**src/rtl/uart_rx_os.sv**
```systemverilog
// Oversampling UART receiver: 2-flop synchroniser, start/data/parity/stop
// sampler with false-start rejection, and a show-ahead receive FIFO with overrun.
module uart_rx_os #(
    parameter int DATA_BITS  = 8,
    parameter int OVERSAMPLE = 16,
    parameter int PARITY_EN  = 0,
    parameter int PARITY_ODD = 0,
    parameter int STOP_BITS  = 1,
    parameter int FIFO_DEPTH = 4
) (
    input  logic                          clk,
    input  logic                          Rst,
    input  logic                          tick,
    input  logic                          rx,
    input  logic                          rd_ready,
    input  logic                          clr_ovr,
    output logic [DATA_BITS-1:0]          rd_data,
    output logic                          rd_valid,
    output logic                          rd_frame_err,
    output logic                          rd_parity_err,
    output logic                          overrun,
    output logic [$clog2(FIFO_DEPTH):0]   fifo_count
);

    localparam int TW = $clog2(OVERSAMPLE);
    localparam int BW = $clog2(DATA_BITS);
    localparam int PW = $clog2(FIFO_DEPTH);
    localparam int EW = DATA_BITS + 2;

    localparam logic [TW-1:0] MID_TICK  = TW'(OVERSAMPLE / 2 - 1);
    localparam logic [TW-1:0] LAST_TICK = TW'(OVERSAMPLE - 1);
    localparam logic [BW-1:0] LAST_DATA = BW'(DATA_BITS - 1);
    localparam logic [BW-1:0] LAST_STOP = BW'(STOP_BITS - 1);
    localparam logic          ODD       = (PARITY_ODD != 0);
    localparam logic          PEN       = (PARITY_EN != 0);

    typedef enum logic [2:0] {
        S_IDLE,
        S_START,
        S_DATA,
        S_PARITY,
        S_STOP
    } state_t;

    state_t               state_q, state_d;
    logic                 rx_meta_q, rxs_q;
    logic [TW-1:0]        tick_cnt_q, tick_cnt_d;
    logic [BW-1:0]        bit_idx_q, bit_idx_d;
    logic [DATA_BITS-1:0] shreg_q, shreg_d;
    logic                 ferr_q, ferr_d;
    logic                 perr_q, perr_d;
    logic                 push;
    logic [EW-1:0]        push_entry;

    always_ff @(posedge clk or posedge Rst) begin
        if (Rst) begin
            rx_meta_q <= 1'b1;
            rxs_q     <= 1'b1;
        end else begin
            rx_meta_q <= rx;
            rxs_q     <= rx_meta_q;
        end
    end

    always_ff @(posedge clk or posedge Rst) begin
        if (Rst) begin
            state_q    <= S_IDLE;
            tick_cnt_q <= '0;
            bit_idx_q  <= '0;
            shreg_q    <= '0;
            ferr_q     <= 1'b0;
            perr_q     <= 1'b0;
        end else begin
            state_q    <= state_d;
            tick_cnt_q <= tick_cnt_d;
            bit_idx_q  <= bit_idx_d;
            shreg_q    <= shreg_d;
            ferr_q     <= ferr_d;
            perr_q     <= perr_d;
        end
    end

    always_comb begin
        state_d    = state_q;
        tick_cnt_d = tick_cnt_q;
        bit_idx_d  = bit_idx_q;
        shreg_d    = shreg_q;
        ferr_d     = ferr_q;
        perr_d     = perr_q;
        push       = 1'b0;
        push_entry = {shreg_q, ferr_q | ~rxs_q, perr_q};
        if (tick) begin
            case (state_q)
                S_IDLE: begin
                    if (!rxs_q) begin
                        state_d    = S_START;
                        tick_cnt_d = '0;
                    end
                end
                S_START: begin
                    if (tick_cnt_q == MID_TICK) begin
                        tick_cnt_d = '0;
                        bit_idx_d  = '0;
                        ferr_d     = 1'b0;
                        perr_d     = 1'b0;
                        state_d    = rxs_q ? S_IDLE : S_DATA;
                    end else begin
                        tick_cnt_d = tick_cnt_q + 1'b1;
                    end
                end
                S_DATA: begin
                    if (tick_cnt_q == LAST_TICK) begin
                        // LSB-first shift: after DATA_BITS samples bit 0 holds the first one
                        shreg_d    = {rxs_q, shreg_q[DATA_BITS-1:1]};
                        tick_cnt_d = '0;
                        if (bit_idx_q == LAST_DATA) begin
                            bit_idx_d = '0;
                            state_d   = PEN ? S_PARITY : S_STOP;
                        end else begin
                            bit_idx_d = bit_idx_q + 1'b1;
                        end
                    end else begin
                        tick_cnt_d = tick_cnt_q + 1'b1;
                    end
                end
                S_PARITY: begin
                    if (tick_cnt_q == LAST_TICK) begin
                        perr_d     = ((^shreg_q) ^ rxs_q) != ODD;
                        tick_cnt_d = '0;
                        state_d    = S_STOP;
                    end else begin
                        tick_cnt_d = tick_cnt_q + 1'b1;
                    end
                end
                S_STOP: begin
                    if (tick_cnt_q == LAST_TICK) begin
                        ferr_d     = ferr_q | ~rxs_q;
                        tick_cnt_d = '0;
                        if (bit_idx_q == LAST_STOP) begin
                            push      = 1'b1;
                            bit_idx_d = '0;
                            state_d   = S_IDLE;
                        end else begin
                            bit_idx_d = bit_idx_q + 1'b1;
                        end
                    end else begin
                        tick_cnt_d = tick_cnt_q + 1'b1;
                    end
                end
                default: state_d = S_IDLE;
            endcase
        end
    end

    logic [EW-1:0] mem_q [FIFO_DEPTH];
    logic [PW-1:0] wr_ptr_q, rd_ptr_q;
    logic [PW:0]   count_q;
    logic          ovr_q;
    logic          full, do_pop, do_wr, drop;
    logic [EW-1:0] head;

    assign full   = (count_q == (PW+1)'(FIFO_DEPTH));
    assign do_pop = (count_q != '0) & rd_ready;
    // A full FIFO still accepts a push when the head leaves on the same edge
    assign do_wr  = push & (~full | do_pop);
    assign drop   = push & full & ~do_pop;

    always_ff @(posedge clk or posedge Rst) begin
        if (Rst) begin
            for (int unsigned i = 0; i < FIFO_DEPTH; i++) begin
                mem_q[i] <= '0;
            end
            wr_ptr_q <= '0;
            rd_ptr_q <= '0;
            count_q  <= '0;
            ovr_q    <= 1'b0;
        end else begin
            if (do_wr) begin
                mem_q[wr_ptr_q] <= push_entry;
                wr_ptr_q        <= wr_ptr_q + 1'b1;
            end
            if (do_pop) begin
                rd_ptr_q <= rd_ptr_q + 1'b1;
            end
            case ({do_wr, do_pop})
                2'b10:   count_q <= count_q + 1'b1;
                2'b01:   count_q <= count_q - 1'b1;
                default: count_q <= count_q;
            endcase
            if (drop) begin
                ovr_q <= 1'b1;
            end else if (clr_ovr) begin
                ovr_q <= 1'b0;
            end
        end
    end

    assign head          = mem_q[rd_ptr_q];
    assign rd_data       = head[EW-1:2];
    assign rd_frame_err  = head[1];
    assign rd_parity_err = head[0];
    assign rd_valid      = (count_q != '0);
    assign overrun       = ovr_q;
    assign fifo_count    = count_q;

endmodule

```
**config.mk**
```make
export PLATFORM = sky130hd
export DESIGN_NAME = uart_rx_os
export DESIGN_NICKNAME = d
export VERILOG_FILES = /design/src/rtl/uart_rx_os.sv
export SDC_FILE = /design/constraint.sdc
export NUM_CORES = 1
export LEC_CHECK = 0
export ABC_AREA = 0
export CAP_MARGIN = 20
export CORE_MARGIN = 4
export CORE_UTILIZATION = 50
export DETAILED_ROUTE_END_ITERATION = 7
export PLACE_DENSITY = 0.69
export SLEW_MARGIN = 25
export SYNTH_ARGS = -nofsm -noshare
export SYNTH_HDL_FRONTEND = slang
export SYNTH_SLANG_ARGS = --single-unit
```
**constraint.sdc**
```tcl
create_clock -name clk -period 4.7 [get_ports clk]
set_clock_uncertainty 0.15 [all_clocks]
set_input_delay 0.47 -clock clk [delete_from_list [all_inputs] [get_ports clk]]
set_output_delay 0.47 -clock clk [all_outputs]
set_load 0.005 [all_outputs]
```
Word level (Yosys, flattened, before mapping)
Cells that the tools add are included.
Storage, ports and cells
  register bits after elaboration: 70
  input port bits: 6
  output and inout bits: 15
  logic and storage cells: 109
Cells by class
  add/sub/neg operators: 6
  magnitude comparators: 3
  equality and inequality tests: 17
  muxes and demuxes: 37
  bitwise logic cells: 12
  reduce and logical (&&, ||, !) cells: 18
Operator list (number)
  40-bit bitwise mux: 1
  3-bit two-way mux: 12
  10-bit two-way mux: 3
  10-bit binary-select mux with 2-bit select: 1
  10-bit demux with 2-bit select: 1
  3-bit one-hot mux with 5 select lines: 1
  2-bit != test, second input constant: 7
  4-bit two-way mux: 3
  4-bit one-hot mux with 3 select lines: 1
  3-bit equality test, second input constant: 3
  1-bit two-way mux: 9
  3-bit one-hot mux with 3 select lines: 1
  3-bit nonzero test: 3
  4-bit AND reduction: 2
  8-bit AND reduction: 1
  2-bit nonzero test: 4
  8-bit XOR reduction: 1
  3-bit by 1-bit adder with 3-bit output, second input constant: 2
  3-bit by 2-bit equality test with 1-bit output, second input constant: 2
  3-bit greater-or-equal comparator, second input constant: 2
  3-bit logical NOT: 2
  2-bit inverter with 3-bit output: 2
  3-bit one-hot mux with 2 select lines: 1
  3-bit AND reduction: 2
  other kinds (18): 26

Logic depth before layout (Yosys ltp)
Gate-level depths: netlist of run 1.
  depth after elaboration: 8
  depth in mapped cells: 13
  gate-level depth less buffers: 12

Worst setup path after synthesis of run 1
OpenSTA, ideal clock, no wires.
  path kind: reg-to-reg
  from: register tick_cnt_q[0]
  to: register count_q[2], in the netlist fifo_count[2]
  library setup time: 0.125 ns
  arrival time: 2.379 ns
  path slack: 2.046 ns
  stages on the path, launching flop included: 13
  clock period less this slack: 2.654 ns
  cells stage by stage: dfrtp_1 -> ha_1 -> nand3_2 -> or4b_4 -> nor2b_4 -> buf_12 -> inv_1 -> ha_1 -> inv_1 -> fa_1 -> xor2_1 -> nor2_1 -> xor2_1
On the way
  longest elaborated chain between the ends: 7
Ends and longest elaborated chain
  start, declared: RTL line 47  | logic [TW-1:0] tick_cnt_q, tick_cnt_d;
  start signal, assigned: RTL line 75  | tick_cnt_q <= tick_cnt_d;
  4-bit equality test *: RTL line 136  | if (tick_cnt_q == LAST_TICK) begin
  1-bit two-way mux *: RTL line 136
  1-bit two-way mux *: RTL line 93  | case (state_q)
  1-bit two-way mux *: RTL line 92  | if (tick) begin
  1-bit AND *: RTL line 165  | assign do_wr = push & (~full | do_pop);
  2-bit by 1-bit equality test with 1-bit output or 2-bit equality test (tied branches): RTL line 185  | case ({do_wr, do_pop})
  3-bit one-hot mux with 2 select lines or 2-bit nonzero test (tied branches)
  end signal, assigned: RTL line 186  | 2'b10: count_q <= count_q + 1'b1;
  end signal, assigned: RTL line 187  | 2'b01: count_q <= count_q - 1'b1;
  end signal, assigned: RTL line 188  | default: count_q <= count_q;
  end, declared: RTL line 157  | logic [PW:0] count_q;
Every way passes the cells marked *; elsewhere a longest branch is shown, timed or not.
A chain may end at the register's enable or synchronous reset.

Final worst setup path of run 1
  from: input port tick
  to: register count_q[2], in the netlist fifo_count[2]
On the way
  longest elaborated chain between the ends: 4
Ends and longest elaborated chain
  start, declared: RTL line 13  | input logic tick,
  1-bit two-way mux *: RTL line 92
  1-bit AND *: RTL line 165
  2-bit by 1-bit equality test with 1-bit output or 2-bit equality test (tied branches): RTL line 185
  3-bit one-hot mux with 2 select lines or 2-bit nonzero test (tied branches)
Marked as above.

==> impl_metrics.json, run 1 <==
{
  "outcome": "finished clean",
  "p_per_area_nw_per_um2": 400,
  "dr_total_vias": 1968,
  "hold_buffers": 0,
  "clockPowerShare_pct": 33.3,
  "ir_worst_vdd_uv": 312,
  "worstHoldPathCells": 0,
  "hold_viol": 0,
  "drc_errors": 0,
  "end_kind": "register",
  "io_buffers": 20,
  "worstMarginPinSlew_ns": 0.818,
  "cap_violations": 0,
  "drive_above_1_share_pct": 32.4,
  "dieArea_um2": 8550,
  "synth_edf_count": 0,
  "cpMaxStageDelayCell": "or4b_4",
  "max_freq_mhz": 325,
  "worst_setup_path_start_kind": "input pin",
  "rrSetupSlack_ns": 1.63,
  "critPathRequiredTime_ns": 4.77,
  "min-delay-start": "rx_meta_q",
  "rr_startpoint": "tick_cnt_q[0]",
  "drt_iter0_markers": 95,
  "crit_family": "simple AND/OR/NAND/NOR gates",
  "reg2regPathDepth": 11,
  "p_leak_nw": 1.97,
  "globalRouteOverflowTotal": 0,
  "start_util_pct": 51.9,
  "max_stage_delay_ns": 0.57,
  "synth_top_area_cell": "dfrtp_1",
  "maxSlewViolCount": 0,
  "postSynthCellCount": 245,
  "p_int_mw": 1.14,
  "totalWireLength_mm": 5.99,
  "wl_per_cell_um": 16.1,
  "grt_max_degree": 41,
  "pin_count": 21,
  "holdCritPathClass": "reg2reg",
  "avgViaCountPerCell": 5.30,
  "syn-num-nets": 261,
  "cts_sinks": 70,
  "synth_cell_types": 48,
  "firstDrtPassIters": 4,
  "seqPwrFrac_pct": 47.9,
  "post-synth-top-count-cell": "dfrtp_1",
  "cts_buffers": 9,
  "cts_root_buf": "clkbuf_8",
  "htree_levels": 3,
  "critPathKind": "in2reg",
  "synth_commonest_cells": "dfrtp_1, mux2_4, inv_1, mux4_2",
  "critPathArrivalTime_ns": 3.15,
  "p_sw_uw": 494,
  "period_needed_ns": 3.08,
  "row_count": 30,
  "yosys-top-cells-area": "dfrtp_1, mux2_4, mux4_2, ha_1, mux2_2",
  "core_um2": 6870,
  "synth-seq-cells": 70,
  "final_cells": 371,
  "avgSynthCellArea_um2": 14.6,
  "p_sw_share_pct": 30.3,
  "max-clock-path-buffers": 2,
  "grt_pass1_wl_mm": 10.5,
  "diodes": 0,
  "finalSetupViolations": 0,
  "path_max_fanout": 8,
  "antenna_found_initial": 0,
  "cts_resized": 0,
  "ys_seq_area_share_pct": 49.2,
  "min_to": "rxs_q",
  "r2r-end": "fifo_count[2]",
  "globalplace.congestion": 0.799,
  "ys_async_sr_fraction_pct": 100,
  "cts_tree": "yes",
  "cp_num_buf_inv": 3,
  "synth_flop_cell": "dfrtp_1",
  "grt_pass1_vias": 2017,
  "area_growth_pct": 14.4,
  "grt_usage_pct": 16.1,
  "crit_chain": "clkdlybuf4s50_1, nand3_2, or4b_4, nor2b_4, inv_1, ha_1, inv_1, fa_1, xor2_1, nor2_1, xor2_1",
  "path_clk_slew_ns": 0.07,
  "yosys_warnings": 0,
  "grt_setup_unrepaired": "false",
  "layout.nets": 286,
  "dieHeight_um": 92.5,
  "setup-tns-final_ns": 0,
  "post-cts-setup-buffers": 0,
  "comb_power_share_pct": 18.8,
  "dp.cells": 355,
  "dieWidth_um": 92.5,
  "dp_hpwl_mm": 3.98,
  "drtAntennaViolNets": 0,
  "netlist_area_um2": 3570,
  "fin_crit_sh_pct": 65.4,
  "relSlewSlack_pct": 45.4,
  "clk_latency_ns": 0.34,
  "synth_top_area_share_pct": 47.7
}
[through the flow]
stage	setup WS, ns	utilization, %	power (mW)	instance area, um2	hold slack [ns]
3_5_place_dp	1.26	56.0	1.10	3850	0.198
5_1_grt	1.42	59.4	1.74	4080	0.217
2_1_floorplan	2.05	-	1.00	3570	0.195
3_3_place_gp	1.33	56.0	1.09	3850	0.196
4_1_cts	1.62	59.3	1.66	4070	0.209
6_report	1.62	59.4	1.63	4080	0.208
[how the worst max path moves through the flow]
| stage | end | startpoint | depth (start not counted) |
|---|---|---|---|
| floorplan | fifo_count[2] | tick_cnt_q[0] | 12 |
| global placement | fifo_count[2] | tick | 11 |
| detailed placement | fifo_count[2] | tick | 11 |
| CTS | fifo_count[2] | tick_cnt_q[0] | 11 |
| global route | fifo_count[2] | tick_cnt_q[0] | 11 |
| finish | fifo_count[2] | tick | 11 |
[layout make-up]
cell class,instances,area (um2)
Fill cell,512,2790
Sequential cell,70,1750
Multi-Input combinational cell,154,1720
Timing Repair Buffer,21,208
Clock buffer,11,141
Tap cell,96,120
Clock inverter,5,81.3
Inverter,14,52.6
[logic make-up (layout without fill, tap and decap cells)]
logic type / after synthesis / after routing / synth area share [%]
XOR/XNOR: 14 / 14 / 3.82
AND/OR/NAND/NOR: 42 / 42 / 8.91
adder cells (fa/ha/maj): 10 / 10 / 3.72
multiplexers: 62 / 62 / 26.8
AO/OA/AOI/OAI: 26 / 26 / 4.81
flip-flops: 70 / 70 / 49.2
buffers and inverters: 21 / 51 / 2.74
[cells in the final DEF, fill, tap and decap left out, drive strengths merged, types with 3 or more instances in the layout]
master | synthesis | routed
mux2i | 3 | 3
mux2 | 49 | 49
nand2b | 4 | 4
nand2 | 11 | 11
xor2 | 4 | 4
clkbuf | 3 | 11
nand3 | 5 | 5
ha | 9 | 9
clkdlybuf4s50 | 0 | 20
mux4 | 10 | 10
a31oi | 3 | 3
o21ai | 8 | 8
nor2 | 6 | 6
inv | 14 | 15
dfrtp | 68 | 68
a21oi | 4 | 4
xnor2 | 9 | 9
[layer usage]
layer  vias to the layer above  track usage [%]  wire length [um]
met5                         -                0                 0
met4                         0             5.20                57
met3                         6             5.36               183
met2                        29             25.0              2940
met1                       999             21.4              2810
li1                        934                -                 -
[state kept, by name, indices dropped and copies added (netlist names)]
name / cells
fifo_count: 3
shreg_q: 8
overrun: 1
tick_cnt_q: 4
bit_idx_q: 3
rx_meta_q: 1
rd_ptr_q: 2
rxs_q: 1
wr_ptr_q: 2
perr_q: 1
state_q: 3
ferr_q: 1
mem_q: 40
[power by group through the flow]
stage          combinational (mW)  clock, mW  sequential, mW
2_1_floorplan               0.296          0           0.706
3_3_place_gp                0.303          0           0.791
3_5_place_dp                0.310          0           0.794
4_1_cts                     0.311      0.562           0.782
5_1_grt                     0.350      0.590           0.799
6_report                    0.307      0.544           0.781
Note: power is estimated with default switching activity, not from simulation.
==> inputs of run 2 (changes only) <==
--- a/config.mk
+++ b/config.mk
@@ -10,7 +10,7 @@
 export CORE_MARGIN = 4
 export CORE_UTILIZATION = 50
 export DETAILED_ROUTE_END_ITERATION = 7
-export PLACE_DENSITY = 0.69
+export PLACE_DENSITY = 0.71
 export SLEW_MARGIN = 25
 export SYNTH_ARGS = -nofsm -noshare
 export SYNTH_HDL_FRONTEND = slang
==> constraint.sdc (replaced) <==
create_clock -name clk -period 2.47 [get_ports clk]
set_clock_uncertainty 0.15 [all_clocks]
set_input_delay 0.247 -clock clk [delete_from_list [all_inputs] [get_ports clk]]
set_output_delay 0.247 -clock clk [all_outputs]
set_load 0.005 [all_outputs]
==> impl_metrics.json, run 2 (synthesis results as in run 1) <==
{
  "grt_usage_pct": 16.1,
  "dp_slack_ns": -0.127,
  "dieWidth_um": 92.5,
  "avgViaCountPerCell": 5.16,
  "antenna_found_initial": 0,
  "row_count": 30,
  "layout.nets": 305,
  "top_register": "mem_q",
  "globalplace.congestion": 0.824,
  "htree_levels": 3,
  "relSlewSlack_pct": 62.6,
  "comb_power_share_pct": 26.7,
  "reg2regPathDepth": 10,
  "grt_max_degree": 26,
  "p_leak_nw": 2.06,
  "totalWireLength_mm": 6.21,
  "period_needed_ns": 2.41,
  "finalSetupViolations": 0,
  "r2r-end": "fifo_count[1]",
  "worst_setup_path_start_kind": "register",
  "path_clk_slew_ns": 0.08,
  "start_util_pct": 51.9,
  "cts_root_buf": "clkbuf_8",
  "finalPower_mw": 3.25,
  "rrSetupSlack_ns": 0.06,
  "dieHeight_um": 92.5,
  "clockPowerShare_pct": 31.8,
  "p_sw_share_pct": 29.9,
  "setup-tns-final_ns": 0,
  "critPathKind": "reg2reg",
  "fin_hold_ws_ns": 0.129,
  "placed_area_um2": 4020,
  "cpMaxStageDelayCell": "or4b_4",
  "core_um2": 6870,
  "critPathRequiredTime_ns": 2.57,
  "p_sw_uw": 972,
  "final_core_util_pct": 62.2,
  "drc_errors": 0,
  "drtAntennaViolNets": 0,
  "wl_per_cell_um": 15.9,
  "pin_count": 21,
  "diodes": 0,
  "max-clock-path-buffers": 2,
  "cts_buffers": 9,
  "layout_commonest_cell": "dfrtp_1",
  "cts_sinks": 70,
  "largest_reg_flops": 40,
  "ir_worst_vdd_uv": 552,
  "rr_startpoint": "bit_idx_q[1]",
  "p_per_area_nw_per_um2": 761,
  "drt_iter0_markers": 45,
  "post-route-cell-area_um2": 4270,
  "grt_setup_unrepaired": "true",
  "reg_top3": "mem_q: 40 flops, shreg_q: 8 flops, tick_cnt_q: 4 flops",
  "holdCritPathClass": "in2async",
  "io_buffers": 20,
  "fillers": 531,
  "crit_chain": "inv_1, ha_2, nand2b_1, or4b_4, nor2b_4, inv_4, ha_4, inv_2, fa_2, mux2i_1",
  "grt_pass1_wl_mm": 10.8,
  "layout_common_cells": "dfrtp_1, mux2_4, clkdlybuf4s50_1, buf_4",
  "path_max_fanout": 2,
  "critPathArrivalTime_ns": 2.51,
  "end_kind": "register",
  "drive_above_1_share_pct": 39.1,
  "globalRouteOverflowTotal": 0,
  "cap_violations": 0,
  "hold_viol": 0,
  "cts_tree": "yes",
  "dieArea_um2": 8550,
  "area_growth_pct": 19.7,
  "grt_pass1_vias": 2161,
  "outcome": "finished clean",
  "maxSlewViolCount": 0,
  "p_int_mw": 2.28,
  "postLayoutSetupSlackWorst_ns": 0.0640,
  "max_stage_delay_ns": 0.51,
  "max_freq_mhz": 416,
  "seqPwrFrac_pct": 41.5,
  "firstDrtPassIters": 4,
  "worstMarginPinSlew_ns": 0.560,
  "fin_crit_sh_pct": 97.4,
  "clk_latency_ns": 0.34,
  "dr_total_vias": 2011,
  "dp_hpwl_mm": 4.33,
  "final_cells": 390,
  "dp.cells": 370,
  "hold_buffers": 0
}
[run 2: cell count changes in the layout (fill, tap and decap cells not counted), sizes merged]
| cell | change |
|---|---|
| buf | +19 |
[run 2: power groups by stage]
| stage | Sequential, mW | Combinational [mW] | Clock (mW) |
|---|---|---|---|
| after floorplan | 1.35 | 0.586 | 0 |
| after global placement | 1.37 | 0.844 | 0 |
| after detailed placement | 1.37 | 0.858 | 0 |
| after CTS | 1.35 | 0.861 | 1.06 |
| after global routing | 1.37 | 0.960 | 1.11 |
| final | 1.35 | 0.869 | 1.03 |
[run 2: timing repair]
item / 4_1_cts / 5_1_grt
endpoints found under the setup margin: 0 / 42
resized for setup: 0 / 1
buffers inserted: 0 / 4
[run 2: worst max-delay path by stage]
stage,end,startpoint,cells past startpoint,slack [ns]
3_3_place_gp,fifo_count[2],tick,11,-0.08
6_report,fifo_count[1],bit_idx_q[1],10,0.06
2_1_floorplan,fifo_count[2],bit_idx_q[0],13,-0.03
5_1_grt,fifo_count[1],tick_cnt_q[1],9,-0.03
3_5_place_dp,fifo_count[2],tick,11,-0.13
4_1_cts,fifo_count[1],bit_idx_q[0],10,0.003
[run 2: critical path: cells and delay by family, from the launching register on]
kind | cells | cell delay [ns]
flops | 1 | 0.38
mux | 1 | 0.15
buf+inv | 3 | 0.17
simple gates | 3 | 0.74
fa+ha+maj | 3 | 0.74
[run 2: routing by layer]
metal,track usage [%],vias up,part of all wire (%)
met5,0,-,0
met4,3.34,0,0.58
met3,4.87,4,2.9
met2,27.3,20,50
met1,20.6,1018,46
li1,-,969,-
[run 2: final cells by class]
class / count / area (um2) / share of cell area (%)
timing repair buffer: 40 / 363 / 8.49
sequential: 70 / 1750 / 41.1
inverter: 14 / 55.1 / 1.29
multi-input combinational: 154 / 1760 / 41.1
clock buffer: 11 / 141 / 3.31
tap: 96 / 120 / 2.81
clock inverter: 5 / 81.3 / 1.90
